[config.mk]
export PLATFORM = sky130hd
export DESIGN_NAME = id_ex_stage_flat
export DESIGN_NICKNAME = d
export VERILOG_FILES = /design/src/rtl/id_ex_stage_if.sv /design/src/rtl/id_ex_stage.sv /design/src/flat_wrapper.sv
export SDC_FILE = /design/constraint.sdc
export NUM_CORES = 1
export LEC_CHECK = 0
export CORE_ASPECT_RATIO = 2
export CORE_MARGIN = 2
export CORE_UTILIZATION = 48
export CTS_CLUSTER_DIAMETER = 40
export CTS_CLUSTER_SIZE = 28
export DETAILED_ROUTE_END_ITERATION = 8
export PLACE_DENSITY = 0.87
export SKIP_CTS_REPAIR_TIMING = 1
export SLEW_MARGIN = 20
export SYNTH_ARGS = -nofsm -noshare
export SYNTH_HDL_FRONTEND = slang
export SYNTH_SLANG_ARGS = --single-unit
[constraint.sdc]
create_clock -name clk -period 3.7 [get_ports clk]
set_clock_uncertainty 0.1 [all_clocks]
set_input_delay 0.37 -clock clk [delete_from_list [all_inputs] [get_ports clk]]
set_output_delay 0.37 -clock clk [all_outputs]
set_load 0.05 [all_outputs]
[src/rtl/id_ex_stage_if.sv]
// ID/EX pipeline bundle: decoded instruction fields from ID and their registered copies for EX.
// The decode side uses the master modport; the pipeline register uses the slave modport.
interface id_ex_stage_if;
  logic        id_valid;
  logic [4:0]  id_rs1;
  logic [4:0]  id_rs2;
  logic        id_rs1_used;
  logic        id_rs2_used;
  logic [4:0]  id_rd;
  logic        id_regWrite;
  logic        id_memRead;
  logic [31:0] id_rs1_data;
  logic [31:0] id_rs2_data;
  logic [31:0] id_imm;
  logic [15:0] id_ctrl;

  logic        ex_valid;
  logic        ex_regWrite;
  logic        ex_memRead;
  logic [4:0]  ex_rs1;
  logic [4:0]  ex_rs2;
  logic [4:0]  ex_rd;
  logic [31:0] ex_rs1_data;
  logic [31:0] ex_rs2_data;
  logic [31:0] ex_imm;
  logic [15:0] ex_ctrl;

  modport master (
    output id_valid, id_rs1, id_rs2, id_rs1_used, id_rs2_used, id_rd, id_regWrite,
           id_memRead, id_rs1_data, id_rs2_data, id_imm, id_ctrl,
    input  ex_valid, ex_regWrite, ex_memRead, ex_rs1, ex_rs2, ex_rd, ex_rs1_data,
           ex_rs2_data, ex_imm, ex_ctrl
  );

  modport slave (
    input  id_valid, id_rs1, id_rs2, id_rs1_used, id_rs2_used, id_rd, id_regWrite,
           id_memRead, id_rs1_data, id_rs2_data, id_imm, id_ctrl,
    output ex_valid, ex_regWrite, ex_memRead, ex_rs1, ex_rs2, ex_rd, ex_rs1_data,
           ex_rs2_data, ex_imm, ex_ctrl
  );
endinterface

[src/rtl/id_ex_stage.sv]
// ID/EX pipeline register with load-use hazard detection, hold and flush handling.
// Optional load-use bubble counter enabled by defining ID_EX_STALL_COUNTER_EN.
module id_ex_stage (
  input  logic        clk,
  input  logic        rst,
  id_ex_stage_if.slave bus,
  input  logic        hold,
  input  logic        flush,
`ifdef ID_EX_STALL_COUNTER_EN
  output logic [31:0] stall_count,
`endif
  output logic        stall_out
);

  typedef struct packed {
    logic        valid;
    logic        reg_write;
    logic        mem_read;
    logic [4:0]  rs1;
    logic [4:0]  rs2;
    logic [4:0]  rd;
    logic [31:0] rs1_data;
    logic [31:0] rs2_data;
    logic [31:0] imm;
    logic [15:0] ctrl;
  } ex_t;

  ex_t  ex_q, ex_d, id_pkt;
  logic load_use;
  logic rs1_hit, rs2_hit;

  always_comb begin
    rs1_hit  = bus.id_rs1_used && (bus.id_rs1 == ex_q.rd);
    rs2_hit  = bus.id_rs2_used && (bus.id_rs2 == ex_q.rd);
    // A load targeting x0 never produces a value worth waiting for.
    load_use = ex_q.valid && ex_q.mem_read && (ex_q.rd != 5'd0) && bus.id_valid &&
               (rs1_hit || rs2_hit);
    stall_out = hold || (load_use && !flush);
  end

  always_comb begin
    id_pkt.valid     = bus.id_valid;
    id_pkt.reg_write = bus.id_valid & bus.id_regWrite;
    id_pkt.mem_read  = bus.id_valid & bus.id_memRead;
    id_pkt.rs1       = bus.id_rs1;
    id_pkt.rs2       = bus.id_rs2;
    id_pkt.rd        = bus.id_rd;
    id_pkt.rs1_data  = bus.id_rs1_data;
    id_pkt.rs2_data  = bus.id_rs2_data;
    id_pkt.imm       = bus.id_imm;
    id_pkt.ctrl      = bus.id_ctrl;

    ex_d = ex_q;
    if (hold) begin
      ex_d = ex_q;
    end else if (flush || load_use) begin
      ex_d = '0;
    end else begin
      ex_d = id_pkt;
    end
  end

  always_ff @(posedge clk) begin
    if (rst) begin
      ex_q <= '0;
    end else begin
      ex_q <= ex_d;
    end
  end

  assign bus.ex_valid    = ex_q.valid;
  assign bus.ex_regWrite = ex_q.reg_write;
  assign bus.ex_memRead  = ex_q.mem_read;
  assign bus.ex_rs1      = ex_q.rs1;
  assign bus.ex_rs2      = ex_q.rs2;
  assign bus.ex_rd       = ex_q.rd;
  assign bus.ex_rs1_data = ex_q.rs1_data;
  assign bus.ex_rs2_data = ex_q.rs2_data;
  assign bus.ex_imm      = ex_q.imm;
  assign bus.ex_ctrl     = ex_q.ctrl;

`ifdef ID_EX_STALL_COUNTER_EN
  logic [31:0] stall_cnt_q, stall_cnt_d;

  always_comb begin
    stall_cnt_d = stall_cnt_q;
    if (!hold && !flush && load_use && (stall_cnt_q != 32'hFFFF_FFFF)) begin
      stall_cnt_d = stall_cnt_q + 32'd1;
    end
  end

  always_ff @(posedge clk) begin
    if (rst) begin
      stall_cnt_q <= '0;
    end else begin
      stall_cnt_q <= stall_cnt_d;
    end
  end

  assign stall_count = stall_cnt_q;
`endif

endmodule

[src/flat_wrapper.sv]
// flat-port wrapper written by rule: the top's interface ports become plain ports
module id_ex_stage_flat 
  (clk, rst, hold, flush, stall_out, bus_id_valid, bus_id_rs1, bus_id_rs2, bus_id_rs1_used, bus_id_rs2_used, bus_id_rd, bus_id_regWrite, bus_id_memRead, bus_id_rs1_data, bus_id_rs2_data, bus_id_imm, bus_id_ctrl, bus_ex_valid, bus_ex_regWrite, bus_ex_memRead, bus_ex_rs1, bus_ex_rs2, bus_ex_rd, bus_ex_rs1_data, bus_ex_rs2_data, bus_ex_imm, bus_ex_ctrl);
  id_ex_stage_if bus_i ();
  input  logic clk;
  input  logic rst;
  input  logic hold;
  input  logic flush;
  output logic stall_out;
  input wire logic [$bits(bus_i.id_valid)-1:0] bus_id_valid;
  input wire logic [$bits(bus_i.id_rs1)-1:0] bus_id_rs1;
  input wire logic [$bits(bus_i.id_rs2)-1:0] bus_id_rs2;
  input wire logic [$bits(bus_i.id_rs1_used)-1:0] bus_id_rs1_used;
  input wire logic [$bits(bus_i.id_rs2_used)-1:0] bus_id_rs2_used;
  input wire logic [$bits(bus_i.id_rd)-1:0] bus_id_rd;
  input wire logic [$bits(bus_i.id_regWrite)-1:0] bus_id_regWrite;
  input wire logic [$bits(bus_i.id_memRead)-1:0] bus_id_memRead;
  input wire logic [$bits(bus_i.id_rs1_data)-1:0] bus_id_rs1_data;
  input wire logic [$bits(bus_i.id_rs2_data)-1:0] bus_id_rs2_data;
  input wire logic [$bits(bus_i.id_imm)-1:0] bus_id_imm;
  input wire logic [$bits(bus_i.id_ctrl)-1:0] bus_id_ctrl;
  output wire logic [$bits(bus_i.ex_valid)-1:0] bus_ex_valid;
  output wire logic [$bits(bus_i.ex_regWrite)-1:0] bus_ex_regWrite;
  output wire logic [$bits(bus_i.ex_memRead)-1:0] bus_ex_memRead;
  output wire logic [$bits(bus_i.ex_rs1)-1:0] bus_ex_rs1;
  output wire logic [$bits(bus_i.ex_rs2)-1:0] bus_ex_rs2;
  output wire logic [$bits(bus_i.ex_rd)-1:0] bus_ex_rd;
  output wire logic [$bits(bus_i.ex_rs1_data)-1:0] bus_ex_rs1_data;
  output wire logic [$bits(bus_i.ex_rs2_data)-1:0] bus_ex_rs2_data;
  output wire logic [$bits(bus_i.ex_imm)-1:0] bus_ex_imm;
  output wire logic [$bits(bus_i.ex_ctrl)-1:0] bus_ex_ctrl;
  assign bus_i.id_valid = bus_id_valid;
  assign bus_i.id_rs1 = bus_id_rs1;
  assign bus_i.id_rs2 = bus_id_rs2;
  assign bus_i.id_rs1_used = bus_id_rs1_used;
  assign bus_i.id_rs2_used = bus_id_rs2_used;
  assign bus_i.id_rd = bus_id_rd;
  assign bus_i.id_regWrite = bus_id_regWrite;
  assign bus_i.id_memRead = bus_id_memRead;
  assign bus_i.id_rs1_data = bus_id_rs1_data;
  assign bus_i.id_rs2_data = bus_id_rs2_data;
  assign bus_i.id_imm = bus_id_imm;
  assign bus_i.id_ctrl = bus_id_ctrl;
  assign bus_ex_valid = bus_i.ex_valid;
  assign bus_ex_regWrite = bus_i.ex_regWrite;
  assign bus_ex_memRead = bus_i.ex_memRead;
  assign bus_ex_rs1 = bus_i.ex_rs1;
  assign bus_ex_rs2 = bus_i.ex_rs2;
  assign bus_ex_rd = bus_i.ex_rd;
  assign bus_ex_rs1_data = bus_i.ex_rs1_data;
  assign bus_ex_rs2_data = bus_i.ex_rs2_data;
  assign bus_ex_imm = bus_i.ex_imm;
  assign bus_ex_ctrl = bus_i.ex_ctrl;
  id_ex_stage u_core (.clk(clk), .rst(rst), .bus(bus_i), .hold(hold), .flush(flush), .stall_out(stall_out));
endmodule
# Word-level counts from Yosys, hierarchy flattened
# Cells that the tools add are included.
# Widths: inputs -> output; s select.
# classes
reduce_logical	12
eq_ne	2
bitwise	2
muxes	1
# op_table
operator	n
$mux 130	1
$eq 5x5->1	2
$logic_and 1x1->1	7
$reduce_bool 5->1	1
$logic_or 1x1->1	3
$and 1x1->1	2
$logic_not 1->1	1
# totals
inputBits	136
out_inout_bits	131
reg_bits	130
word_cells	27

# Depth between registers and ports, before layout
# logic_depth
ltp_word	6
ltp_mapped	7
ltp_nobuf	4

# Worst setup path before layout
# OpenSTA, ideal clock, no wires.
# synth_timing
path_kind	register to output
start	register u_core.ex_q (netlist bit u_core.bus.ex_rd[4])
end	output stall_out
path_buffers	1
path_slack_ns	1.373
t_required_ns	3.230
stages_incl_launch_ff	6
t_arrival_ns	1.857
cell_sequence	dfxtp_1 xnor2_1 nand4_1 clkbuf_1 o22ai_1 a21o_1
# synth_between
elab_chain_len	6
elab_cells_between_ends	11
cone_classes	eq/ne: 2; reduce/logical: 9
# synth_rtl
item	line_no	text
start, declared	id_ex_stage.sv:28	ex_t ex_q, ex_d, id_pkt;
start signal, assigned	id_ex_stage.sv:65	ex_q <= '0;
start signal, assigned	id_ex_stage.sv:67	ex_q <= ex_d;
$eq 5x5->1, or another cell as far along	id_ex_stage.sv:33	rs1_hit = bus.id_rs1_used && (bus.id_rs1 == ex_q.rd);
$logic_and 1x1->1, on equally long branches	id_ex_stage.sv:33, id_ex_stage.sv:34, id_ex_stage.sv:36	
$logic_or 1x1->1 or $logic_and 1x1->1 (tied branches)	id_ex_stage.sv:37, id_ex_stage.sv:36	
$logic_and 1x1->1 *	id_ex_stage.sv:36	load_use = ex_q.valid && ex_q.mem_read && (ex_q.rd != 5'd0) && bus.id_valid &&
$logic_and 1x1->1 *	id_ex_stage.sv:38	stall_out = hold || (load_use && !flush);
$logic_or 1x1->1 *	id_ex_stage.sv:38	
end, declared	flat_wrapper.sv:9	output logic stall_out;
# Mark *: on every way between the ends. The rest lies on a longest branch, timed or not.

# Final worst setup path
# Same ends and word-level chain as after synthesis.

==> reports/metrics.yaml <==
area_growth_pct: 47.9
ioPinCount: 267
cp_slowest_stage_delay_ns: 0.54
nFillCells: 1052
synth_flop_cell: "dfxtp_1"
synthTopCellsByArea: "dfxtp_1 38%, o221ai_1 16%, a22oi_1 14%, nor3b_1 14%, nand2_1 7.1%"
report.final.slew_viol_count: 0
rsz0062_at_grt: "false"
synth.net_count: 925
tightest_slew_ns: 0.913
h-tree-depth: 4
synth_edf_count: 0
synth_cell_types: 24
core_area_sq_mm: 0.0139
start_util_pct: 49.2
cp_top_family: "compound AO/OA/AOI/OAI gates"
relSlewSlack_pct: 39.1
dp_slack_ns: 1.20
synth_top_area_share_pct: 38.1
avgSynthCellArea_sq_um: 8.67
grt-busiest-layer: "met2"
routed_wl_um: 24100
worstPathCellList: "xnor2_1 > nand4_1 > o22ai_1 > a21o_1 > buf_12"
netlist_area_sq_mm: 0.00684
cp-end-kind: "output port"
grt.met1_usage_pct: 37.1
rows: 61
power_mw: 4.64
die_w_um: 88.4
ys_top_cells_by_count: "130 x a22oi_1, 130 x dfxtp_1, 129 x nand2_1, 127 x nor3b_1, 127 x o221ai_1"
layout.nets: 1110
syn_inst: 789
grt_usage_pct: 31.0
grt_overflow_total: 0
finalSetupViolCount: 0
drt_iter0_markers: 489
drt_pass1_iterations: 5
yosysWarnings: 0
min_period_over_period_pct: 70.9
grt_max_degree: 131
max_freq_ghz: 0.381
async_flop_share_pct: 0
first_global_vias: 7181
grt_pass1_wl_um: 38100
routabilityCongestion: 0.840
stdcell_area_sq_mm: 0.0101
p_leak_nw: 3.75
postPlaceCellArea_sq_mm: 0.00945
cts-root-buf: "clkbuf_16"
grt_use_met3_pct: 6.78
die_h_um: 173
critPathBufInv: 1
crit_required_ns: 3.23
ys_seq_area_share_pct: 38.1
cts_tree: "built"
via_per_inst: 6.40
power_density_mw_per_mm2: 459
synth_top_cell_by_area: "dfxtp_1"
cts_max_path_buffers: 2
crit_path_top_delay_cell: "dfxtp_1"
cts.sinks: 130
drt_drc_violations_left: 0
hold_path_class: "reg -> reg"
clk_latency_ns: 0.41
crit_fanout: 5
hpwl_um: 14500
peakVddDrop_v: 0.000324
drive_gt1_share_pct: 5.17
avgRoutedWirePerCell_um: 20.5
synth.ff_latch_count: 130
critPathLaunchType: "flip-flop"
port_buffers: 266
status: "complete, no violations"
clk_pin_slew_worst_paths_ns: 0.06
fin_crit_ns: 2.62
grtUsageMet2_pct: 50.1
vias: 7530
die-area_sq_mm: 0.0153
drv_cap: 0
arrival_ns: 2.15
grt_antenna_before_repair: 2
crit_type: "reg -> out"
ant_nets: 0
setup_tns_ns: 0
cts_buffers: 17
setup_slack_ns: 1.08
finalHoldViolCount: 0
-- sequential cells by signal (all words and copies together) (netlist names) --
signal,count
u_core.bus.ex_ctrl,16
u_core.bus.ex_imm,32
u_core.bus.ex_memRead,1
u_core.bus.ex_rd,5
u_core.bus.ex_regWrite,1
u_core.bus.ex_rs1,5
u_core.bus.ex_rs1_data,32
u_core.bus.ex_rs2,5
u_core.bus.ex_rs2_data,32
u_core.bus.ex_valid,1
-- where the power goes --
| part | internal [mW] | switching, mW |
|---|---|---|
| Combinational | 0.419 | 0.739 |
| Sequential | 1.51 | 0.0659 |
| Clock | 1.27 | 0.643 |
| Total | 3.19 | 1.45 |
-- kinds of logic (layout without fill, tap and decap cells) --
group | Yosys count | in the layout | synth area share (%)
AND/OR/NAND/NOR | 271 | 271 | 22.3
AO/OA/AOI/OAI | 263 | 263 | 31.1
flip-flops | 130 | 130 | 38.1
buffers and inverters | 113 | 310 | 6.97
XOR/XNOR | 10 | 10 | 1.28
multiplexers | 2 | 2 | 0.329
other | 0 | 2 | 0
-- worst paths after layout --
| kind | cells after the start | endpoint | slack, ns | start |
|---|---|---|---|---|
| worst max register to register | 5 | u_core.bus.ex_rs2_data[7] | 1.48 | u_core.bus.ex_rd[1] |
| worst max-delay path | 5 | stall_out | 1.08 | u_core.bus.ex_rd[4] |
| worst min register to register | 2 | u_core.bus.ex_imm[3] | 0.39 | u_core.bus.ex_imm[3] |
| worst min-delay path | 2 | u_core.bus.ex_imm[3] | 0.39 | u_core.bus.ex_imm[3] |
-- per-stage QoR --
| stage | cells | util, % | hold slack (ns) |
|---|---|---|---|
| floorplan | 789 | - | 0.421 |
| global route | 1177 | 72.8 | 0.403 |
| finish | 1177 | 72.8 | 0.386 |
| detailed placement | 1144 | 68.0 | 0.376 |
| CTS | 1175 | 72.8 | 0.391 |
| global placement | 1144 | 68.0 | 0.370 |
-- area by class of cell --
cell class,count,area [sq um],share of cell area (%)
repair buffers,279,2820,27.9
flip-flops and latches,130,2600,25.7
diodes,2,5.00,0.0495
clock buffers,19,433,4.28
multi-input cells,546,3790,37.5
well taps,189,236,2.34
clock inverters,12,230,2.28
-- worst register-to-register path, stage by stage, from the launching register on --
cell and delay, ns:
dfxtp_1 0.41, or4_1 0.61, o21ai_4 0.20, buf_12 0.47, a22oi_1 0.25, nand2_1 0.14
-- cells in the final DEF, fill, tap and decap left out, types with 2 or more instances in the layout --
cell type        netlist  final
nor3b_1              127    127
xnor2_1               10     10
nand2_4                0      2
dfxtp_1              130    130
clkinv_4               0      2
mux2_2                 2      2
clkdlybuf4s50_1        0    264
diode_2                0      2
clkbuf_1              77      2
bufinv_16              0      6
nand2_1              129    127
o221ai_1             127    127
and3_1                 4      4
nand3_1                3      3
buf_12                 0      5
nor2_1                 2      2
clkbuf_16              0     17
o21ai_0                3      3
nand4_1                2      2
clkinvlp_4             0      2
inv_6                  0      2
buf_4                  9     10
a22oi_1              130    130
-- routing by layer --
metal,up-vias,part of all wire (%)
met2,371,52
met3,74,6.9
met1,3644,36
met4,0,5.2
met5,-,0
li1,3441,-
Power figures use the tool's default switching activity.
